### config.mk
export PLATFORM = sky130hd
export DESIGN_NAME = serial_paralelo_rx
export DESIGN_NICKNAME = d
export VERILOG_FILES = /design/src/rtl/serial_paralelo_rx.sv
export SDC_FILE = /design/constraint.sdc
export NUM_CORES = 1
export LEC_CHECK = 0
export BUFFER_PORTS_ARGS = -buffer_cell sky130_fd_sc_hd__buf_2
export CORE_MARGIN = 2
export CORE_UTILIZATION = 52
export CTS_CLUSTER_SIZE = 28
export DETAILED_ROUTE_END_ITERATION = 7
export PLACE_DENSITY = 0.73
export SETUP_SLACK_MARGIN = 0.15
export SYNTH_ARGS = -nofsm -noshare
export SYNTH_HDL_FRONTEND = slang
export SYNTH_SLANG_ARGS = --single-unit
### constraint.sdc
create_clock -name clk8f -period 4.6 [get_ports clk8f]
set_input_delay 0.69 -clock clk8f [delete_from_list [all_inputs] [get_ports clk8f]]
set_output_delay 0.69 -clock clk8f [all_outputs]
set_load 0.005 [all_outputs]
### src/rtl/serial_paralelo_rx.sv
// Serial-to-parallel receiver on the clk8f bit clock.
// Finds comma alignment bit by bit and locks after LOCK_COUNT aligned commas.
// Once locked, it deserializes each MSB-first word into paralelo_out.
// valid_out marks words that are data rather than comma.
module serial_paralelo_rx #(
   parameter logic [7:0]  BC_PATTERN = 8'hBC,
   parameter int unsigned LOCK_COUNT = 4
) (
   input  logic       clk8f,
   input  logic       reset,
   input  logic       serial,
   output logic [7:0] paralelo_out,
   output logic       valid_out,
   output logic       active
);

   localparam logic [3:0] LOCK_CNT = 4'(LOCK_COUNT);

   typedef enum logic [1:0] {
      HUNT,
      LOCKING,
      ACTIVE
   } state_t;

   state_t     state;
   state_t     state_n;
   logic [7:0] sr;
   logic [7:0] word_next;
   logic [7:0] paralelo_n;
   logic [2:0] bitcnt;
   logic [2:0] bitcnt_n;
   logic [3:0] bc_cnt;
   logic [3:0] bc_cnt_n;
   logic       valid_n;
   logic       active_n;
   logic       is_comma;
   logic       boundary;

   assign word_next = {sr[6:0], serial};
   assign is_comma  = (word_next == BC_PATTERN);
   assign boundary  = (bitcnt == 3'd7);

   // State, counters, shift register and output registers.
   always_ff @(posedge clk8f) begin
      if (reset) begin
         sr           <= '0;
         bitcnt       <= '0;
         bc_cnt       <= '0;
         state        <= HUNT;
         paralelo_out <= '0;
         valid_out    <= 1'b0;
         active       <= 1'b0;
      end else begin
         sr           <= word_next;
         bitcnt       <= bitcnt_n;
         bc_cnt       <= bc_cnt_n;
         state        <= state_n;
         paralelo_out <= paralelo_n;
         valid_out    <= valid_n;
         active       <= active_n;
      end
   end

   // Alignment search, lock qualification and word capture at boundaries.
   always_comb begin
      state_n    = state;
      bitcnt_n   = bitcnt + 3'd1;
      bc_cnt_n   = bc_cnt;
      paralelo_n = paralelo_out;
      valid_n    = valid_out;
      active_n   = active;
      case (state)
         HUNT: begin
            // Searching on every bit; word position is meaningless here.
            bitcnt_n = '0;
            bc_cnt_n = '0;
            if (is_comma) begin
               bc_cnt_n = 4'd1;
               if (LOCK_CNT == 4'd1) begin
                  state_n  = ACTIVE;
                  active_n = 1'b1;
               end else begin
                  state_n = LOCKING;
               end
            end
         end
         LOCKING: begin
            if (boundary) begin
               if (is_comma) begin
                  bc_cnt_n = bc_cnt + 4'd1;
                  if ((bc_cnt + 4'd1) == LOCK_CNT) begin
                     state_n  = ACTIVE;
                     active_n = 1'b1;
                  end
               end else begin
                  bc_cnt_n = '0;
                  state_n  = HUNT;
               end
            end
         end
         ACTIVE: begin
            if (boundary) begin
               if (is_comma) begin
                  valid_n = 1'b0;
               end else begin
                  paralelo_n = word_next;
                  valid_n    = 1'b1;
               end
            end
         end
         default: begin
            state_n = HUNT;
         end
      endcase
   end

endmodule

==> results of run 1 <==
## registers in the layout (all words and copies together), names as in the netlist
signal,flops
state,2
bc_cnt,4
bitcnt,3
paralelo_out,8
sr,7
valid_out,1
active,1
## synthesized netlist by cell type
| cell | instances |
|---|---|
| clkbuf_1 | 2 |
| and4b_4 | 1 |
| mux2i_1 | 6 |
| nand3b_4 | 1 |
| dfxtp_1 | 26 |
| and4b_1 | 1 |
| inv_1 | 2 |
| a21boi_0 | 1 |
| and3b_1 | 1 |
| nand4b_1 | 1 |
| nor2b_1 | 8 |
| nor3_1 | 1 |
| nand3_1 | 4 |
| a21oi_1 | 6 |
| a31oi_1 | 2 |
| or2_2 | 1 |
| o211ai_1 | 1 |
| nand2_1 | 4 |
| o31ai_1 | 1 |
| ha_1 | 4 |
| nand2b_1 | 1 |
| nand4bb_1 | 1 |
| nand3b_1 | 2 |
| a21oi_4 | 1 |
| and2_1 | 4 |
| o221a_2 | 2 |
| and4bb_2 | 1 |
| nor2_1 | 12 |
| o21ai_0 | 2 |
## worst max path at each step
stage | startpoint | to | slack, ns | cells after the start
6_report | bitcnt[0] | paralelo_out[0] | 2.94 | 6
5_1_grt | bitcnt[0] | paralelo_out[2] | 2.78 | 6
4_1_cts | bitcnt[0] | paralelo_out[7] | 2.93 | 6
3_5_place_dp | serial | paralelo_out[7] | 2.81 | 5
3_3_place_gp | serial | paralelo_out[2] | 2.84 | 5
2_1_floorplan | serial | bc_cnt[2] | 3.02 | 4
## through the flow
| step | total power [uW] | area, um^2 | util | instances | hold WS (ns) |
|---|---|---|---|---|---|
| after floorplan | 236 | 1030 | - | 100 | 0.408 |
| after global placement | 238 | 1120 | 0.582 | 137 | 0.421 |
| after detailed placement | 238 | 1120 | 0.582 | 137 | 0.439 |
| after CTS | 329 | 1140 | 0.594 | 140 | 0.457 |
| after global routing | 337 | 1140 | 0.594 | 140 | 0.472 |
| final | 327 | 1140 | 0.594 | 140 | 0.451 |
## layer usage
layer	vias up	GRT usage
met5	-	0
met4	0	0.0429
met3	4	0.0278
met2	13	0.259
met1	344	0.227
li1	377	-
## cell families after synthesis
family	after synthesis	share of synthesized area
compound gates	16	0.110
fa+ha+maj	4	0.0485
buf+inv	4	0.0146
flops	26	0.504
mux	6	0.0582
simple gates	44	0.264
## cell type report
cell class | count | area, um^2
fill | 181 | 781
timing repair buffer | 12 | 60.1
multi-input combinational | 70 | 497
tap | 27 | 33.8
inverter | 2 | 7.51
clock buffer | 3 | 22.5
sequential | 26 | 520
## where the power goes
group          internal (uW)  switching, uW
clock                   30.7           62.7
sequential               227          0.860
combinational           1.88           3.88
total                    259           67.4
## worst max-delay path: stages, from the launching register on
cell and delay, ns:
dfxtp_1 0.36, ha_1 0.15, ha_1 0.27, nand3b_4 0.15, a21oi_4 0.33, mux2i_1 0.24, nor2_1 0.05
==> impl_metrics.ini, run 1 <==
[run_status]
status = finished clean

[sta]
fin_ws_ns = 2.94
period_minus_slack_ns = 1.66
hold_viol_final = 0
skew_ns = 0.000826
rsz0062_at_grt = false
worst_pin_slew_ns = 0.413
max_freq_ghz = 0.602
min_period_over_period = 0.361
setup_violations = 0
tns_ns = 0
maxSlewViolCount = 0
timing.slew.headroom = 0.725

[setup_path]
start_kind = flip-flop
cp.required_ns = 4.81
endpoint_kind = flip-flop
r2r_cells = 6
path_class = flip-flop to flip-flop
worstReg2RegEnd = paralelo_out[0]
crit_fanout = 9
cp.arrival_ns = 1.87
r2r-start = bitcnt[0]
r2r_slack_ns = 2.94

[placement]
port_buffers = 12
post-dp-hpwl_um = 1250
gp_congestion = 0.762
dp_slack_ns = 2.81

[yosys]
synth_top_area_cell = dfxtp_1
synth_area_mm2 = 0.00103
syn_nets = 107
ys_warn_count = 0
synth.distinct_cells = 29
ys_ff_latch = 26
yosysSeqAreaShare = 0.504
synth.avg_cell_area_um2 = 10.3
synthTopCellsByArea = dfxtp_1 (50%), mux2i_1 (5.8%), ha_1 (4.8%), nor2b_1 (4.8%), nor2_1 (4.4%)
synthCells = 100
synth_top_area_frac = 0.504

[detailed_routing]
vias_per_cell = 5.27
drtPass1Iterations = 4
dr_wl_met3_um = 52
drt-met1-wl_um = 872
drt_wl_total_um = 1730
drt_iter0_drc = 10
topRoutingLayerUsed = met4
ant_nets = 0
met2_length_um = 776
remaining_drc_errors = 0
wl_per_cell_um = 12.3
vias = 738

[clock_network]
cts_resized = 0
clk_pin_slew_worst_paths_ns = 0.13
clock-sinks = 26
post_cts_buffers = 0
cts_hold_buf = 0
clockBufferDepth = 2
clock-root-buffer = clkbuf_4
cts_buffers = 3
htreeDepth = 1
cts_tree = done
clock_latency_ns = 0.31

[layout]
layout_commonest_cell = dfxtp_1
nets = 122
n_antenna_cell = 0
drive_gt1_frac = 0.195
area_delta_synth_final_pct = 10.5
layout_common_cells = dfxtp_1 (26), nor2_1 (12), buf_2 (12), nor2b_1 (8)

[die]
start_util = 0.537
io_pins = 13
rows = 16
fp.coreArea_mm2 = 0.00192
die-area_mm2 = 0.00236
fp.dieH_um = 48.6
die_w_um = 48.6

[grt]
grt_pass1_vias = 689
grt_antenna_before_repair = 0
grt_usage = 0.161
grt_start_max_net_pins = 25
gr-total-overflow = 0
grt_pass1_wl_um = 3040

[power_and_ir_drop]
vdd.ir_drop.worst_v = 0.000189
power_density_mw_per_mm2 = 286
p_leak_uw = 0.000499

[worst_hold_path]
min_path_cells = 1
min_from = bitcnt[0]
hp-class = flip-flop to flip-flop
holdPathEnd = bitcnt[0]

[job]
drv_cap = 0
(Power assumes the default switching activity.)
==> run 2: changes to the inputs <==
--- a/config.mk
+++ b/config.mk
@@ -7,10 +7,10 @@
 export LEC_CHECK = 0
 export BUFFER_PORTS_ARGS = -buffer_cell sky130_fd_sc_hd__buf_2
 export CORE_MARGIN = 2
-export CORE_UTILIZATION = 52
+export CORE_UTILIZATION = 49
 export CTS_CLUSTER_SIZE = 28
 export DETAILED_ROUTE_END_ITERATION = 7
-export PLACE_DENSITY = 0.73
+export PLACE_DENSITY = 0.72
 export SETUP_SLACK_MARGIN = 0.15
 export SYNTH_ARGS = -nofsm -noshare
 export SYNTH_HDL_FRONTEND = slang
==> constraint.sdc (replaced) <==
create_clock -name clk8f -period 1.45 [get_ports clk8f]
set_input_delay 0.2175 -clock clk8f [delete_from_list [all_inputs] [get_ports clk8f]]
set_output_delay 0.2175 -clock clk8f [all_outputs]
set_load 0.005 [all_outputs]
==> impl_metrics.ini, run 2 (synthesis gave the netlist of run 1 again) <==
[detailed_routing]
drt_iter0_drc = 11
ant_nets = 0
drt_wl_total_um = 1820
vias = 771
vias_per_cell = 5.01
remaining_drc_errors = 0
drtPass1Iterations = 4
wl_per_cell_um = 11.8

[layout]
seq_area_um2 = 531
regMostFlops = paralelo_out
area_delta_synth_final_pct = 29.9
layout_commonest_cell = dfxtp_1
fill_cells = 151
layout_common_cells = dfxtp_1 (20), nor2_1 (12), buf_2 (12), buf_4 (11), nor2b_1 (8)
fin_cells = 154
reg_top3 = paralelo_out x8, sr x7, bc_cnt x4
n_antenna_cell = 0
multi_input_area_um2 = 552
largest_reg_flops = 8
nets = 135
final_cell_area_mm2 = 0.00134
drive_gt1_frac = 0.370
finish.utilization = 0.677

[sta]
maxSlewViolCount = 0
min_period_over_period = 0.939
timing.slew.headroom = 0.734
setup_violations = 0
hold_viol_final = 0
skew_ns = 0.00407
holdWs_ns = 0.131
worst_pin_slew_ns = 0.399
max_freq_ghz = 0.734
period_minus_slack_ns = 1.36
rsz0062_at_grt = true

[clock_network]
clock-root-buffer = clkbuf_4
cts_tree = done
cts_hold_buf = 0
clockBufferDepth = 2
clock-sinks = 26
htreeDepth = 1
cts_buffers = 3
clk_pin_slew_worst_paths_ns = 0.14
clock_latency_ns = 0.32

[power_and_ir_drop]
p_sw_uw = 225
pwr-share-comb = 0.016
seq_power_share = 0.585
power_density_mw_per_mm2 = 917
finalPower_uw = 1230
p_leak_uw = 0.000580
vdd.ir_drop.worst_v = 0.000720
switching_share = 0.183
p_clk_frac = 0.399
p_int_uw = 1000

[job]
drv_cap = 0

[die]
rows = 16
fp.coreArea_mm2 = 0.00198
die-area_mm2 = 0.00249
fp.dieH_um = 49.9
die_w_um = 49.9
start_util = 0.521
io_pins = 13

[setup_path]
cp.arrival_ns = 1.57
path_buf_inv = 1
crit_fanout = 6
crit_chain = ha_4, ha_4, nand3b_4, a21oi_4, buf_6, mux2i_1, nor2_1
start_kind = flip-flop
critPathSlowestCell = dfxtp_2
cpPeakStageDelay_ns = 0.36
endpoint_kind = flip-flop
cpLargestDelayFamily = flip-flops
cp.required_ns = 1.66
cp_common_cell = ha_4
path_class = flip-flop to flip-flop

[grt]
grt_pass1_wl_um = 3090
grt_antenna_before_repair = 0
grt_usage = 0.165
grt_pass1_vias = 758
gr-total-overflow = 0
grt_start_max_net_pins = 25

[worst_hold_path]
hp-class = primary input to flip-flop

[placement]
dpl.cell_count = 141
post-dp-hpwl_um = 1230
gp_congestion = 0.774
place_area_mm2 = 0.00118
port_buffers = 12

[run_status]
status = finished clean
-- run 2: cell count changes in the layout (fill, tap and decap cells not counted), sizes merged --
cell    delta
bufinv     +1
buf       +13
-- run 2: power groups by stage --
stage	Combinational [uW]	Sequential, uW	Clock (uW)
after CTS	18.1	720	504
after floorplan	12.2	736	0
after global routing	22.7	720	540
final	20.2	719	490
after global placement	18.0	737	0
after detailed placement	18.0	737	0
-- run 2: cell type report --
type,instances,share of cell area
Multi-Input combinational cell,70,0.411
Clock buffer,3,0.0168
Sequential cell,26,0.396
Clock inverter,1,0.0224
Inverter,2,0.00560
Timing Repair Buffer,25,0.123
Tap cell,27,0.0252
-- run 2: per-layer routing --
metal	vias to the layer above	GRT usage	part of all wire
met5	-	0	0
met4	0	0.111	0.031
met3	5	0.0182	0.026
met2	14	0.273	0.49
met1	346	0.199	0.45
li1	406	-	-
-- run 2: path summary, 6_finish.rpt --
path,start,to,slack [ns],depth (start not counted)
worst min register to register,active,active,0.47,2
worst max-delay path,bitcnt[1],paralelo_out[6],0.09,7
worst min-delay path,serial,sr[0],0.13,2
worst max register to register,bitcnt[1],paralelo_out[6],0.09,7
-- run 2: what timing repair did --
item,CTS,global route
endpoints found under the hold margin,0,0
gates resized for setup,8,5
setup buffers,8,1
pin swaps,6,6
endpoints found under the setup margin,14,16
gates cloned,0,0
-- run 2: per-stage QoR --
step                TNS (ns)  setup WS, ns
floorplan                  0         0.102
global placement           0        0.0365
detailed placement   -0.0201       -0.0114
CTS                        0        0.0803
global route               0       0.00589
finish                     0        0.0884
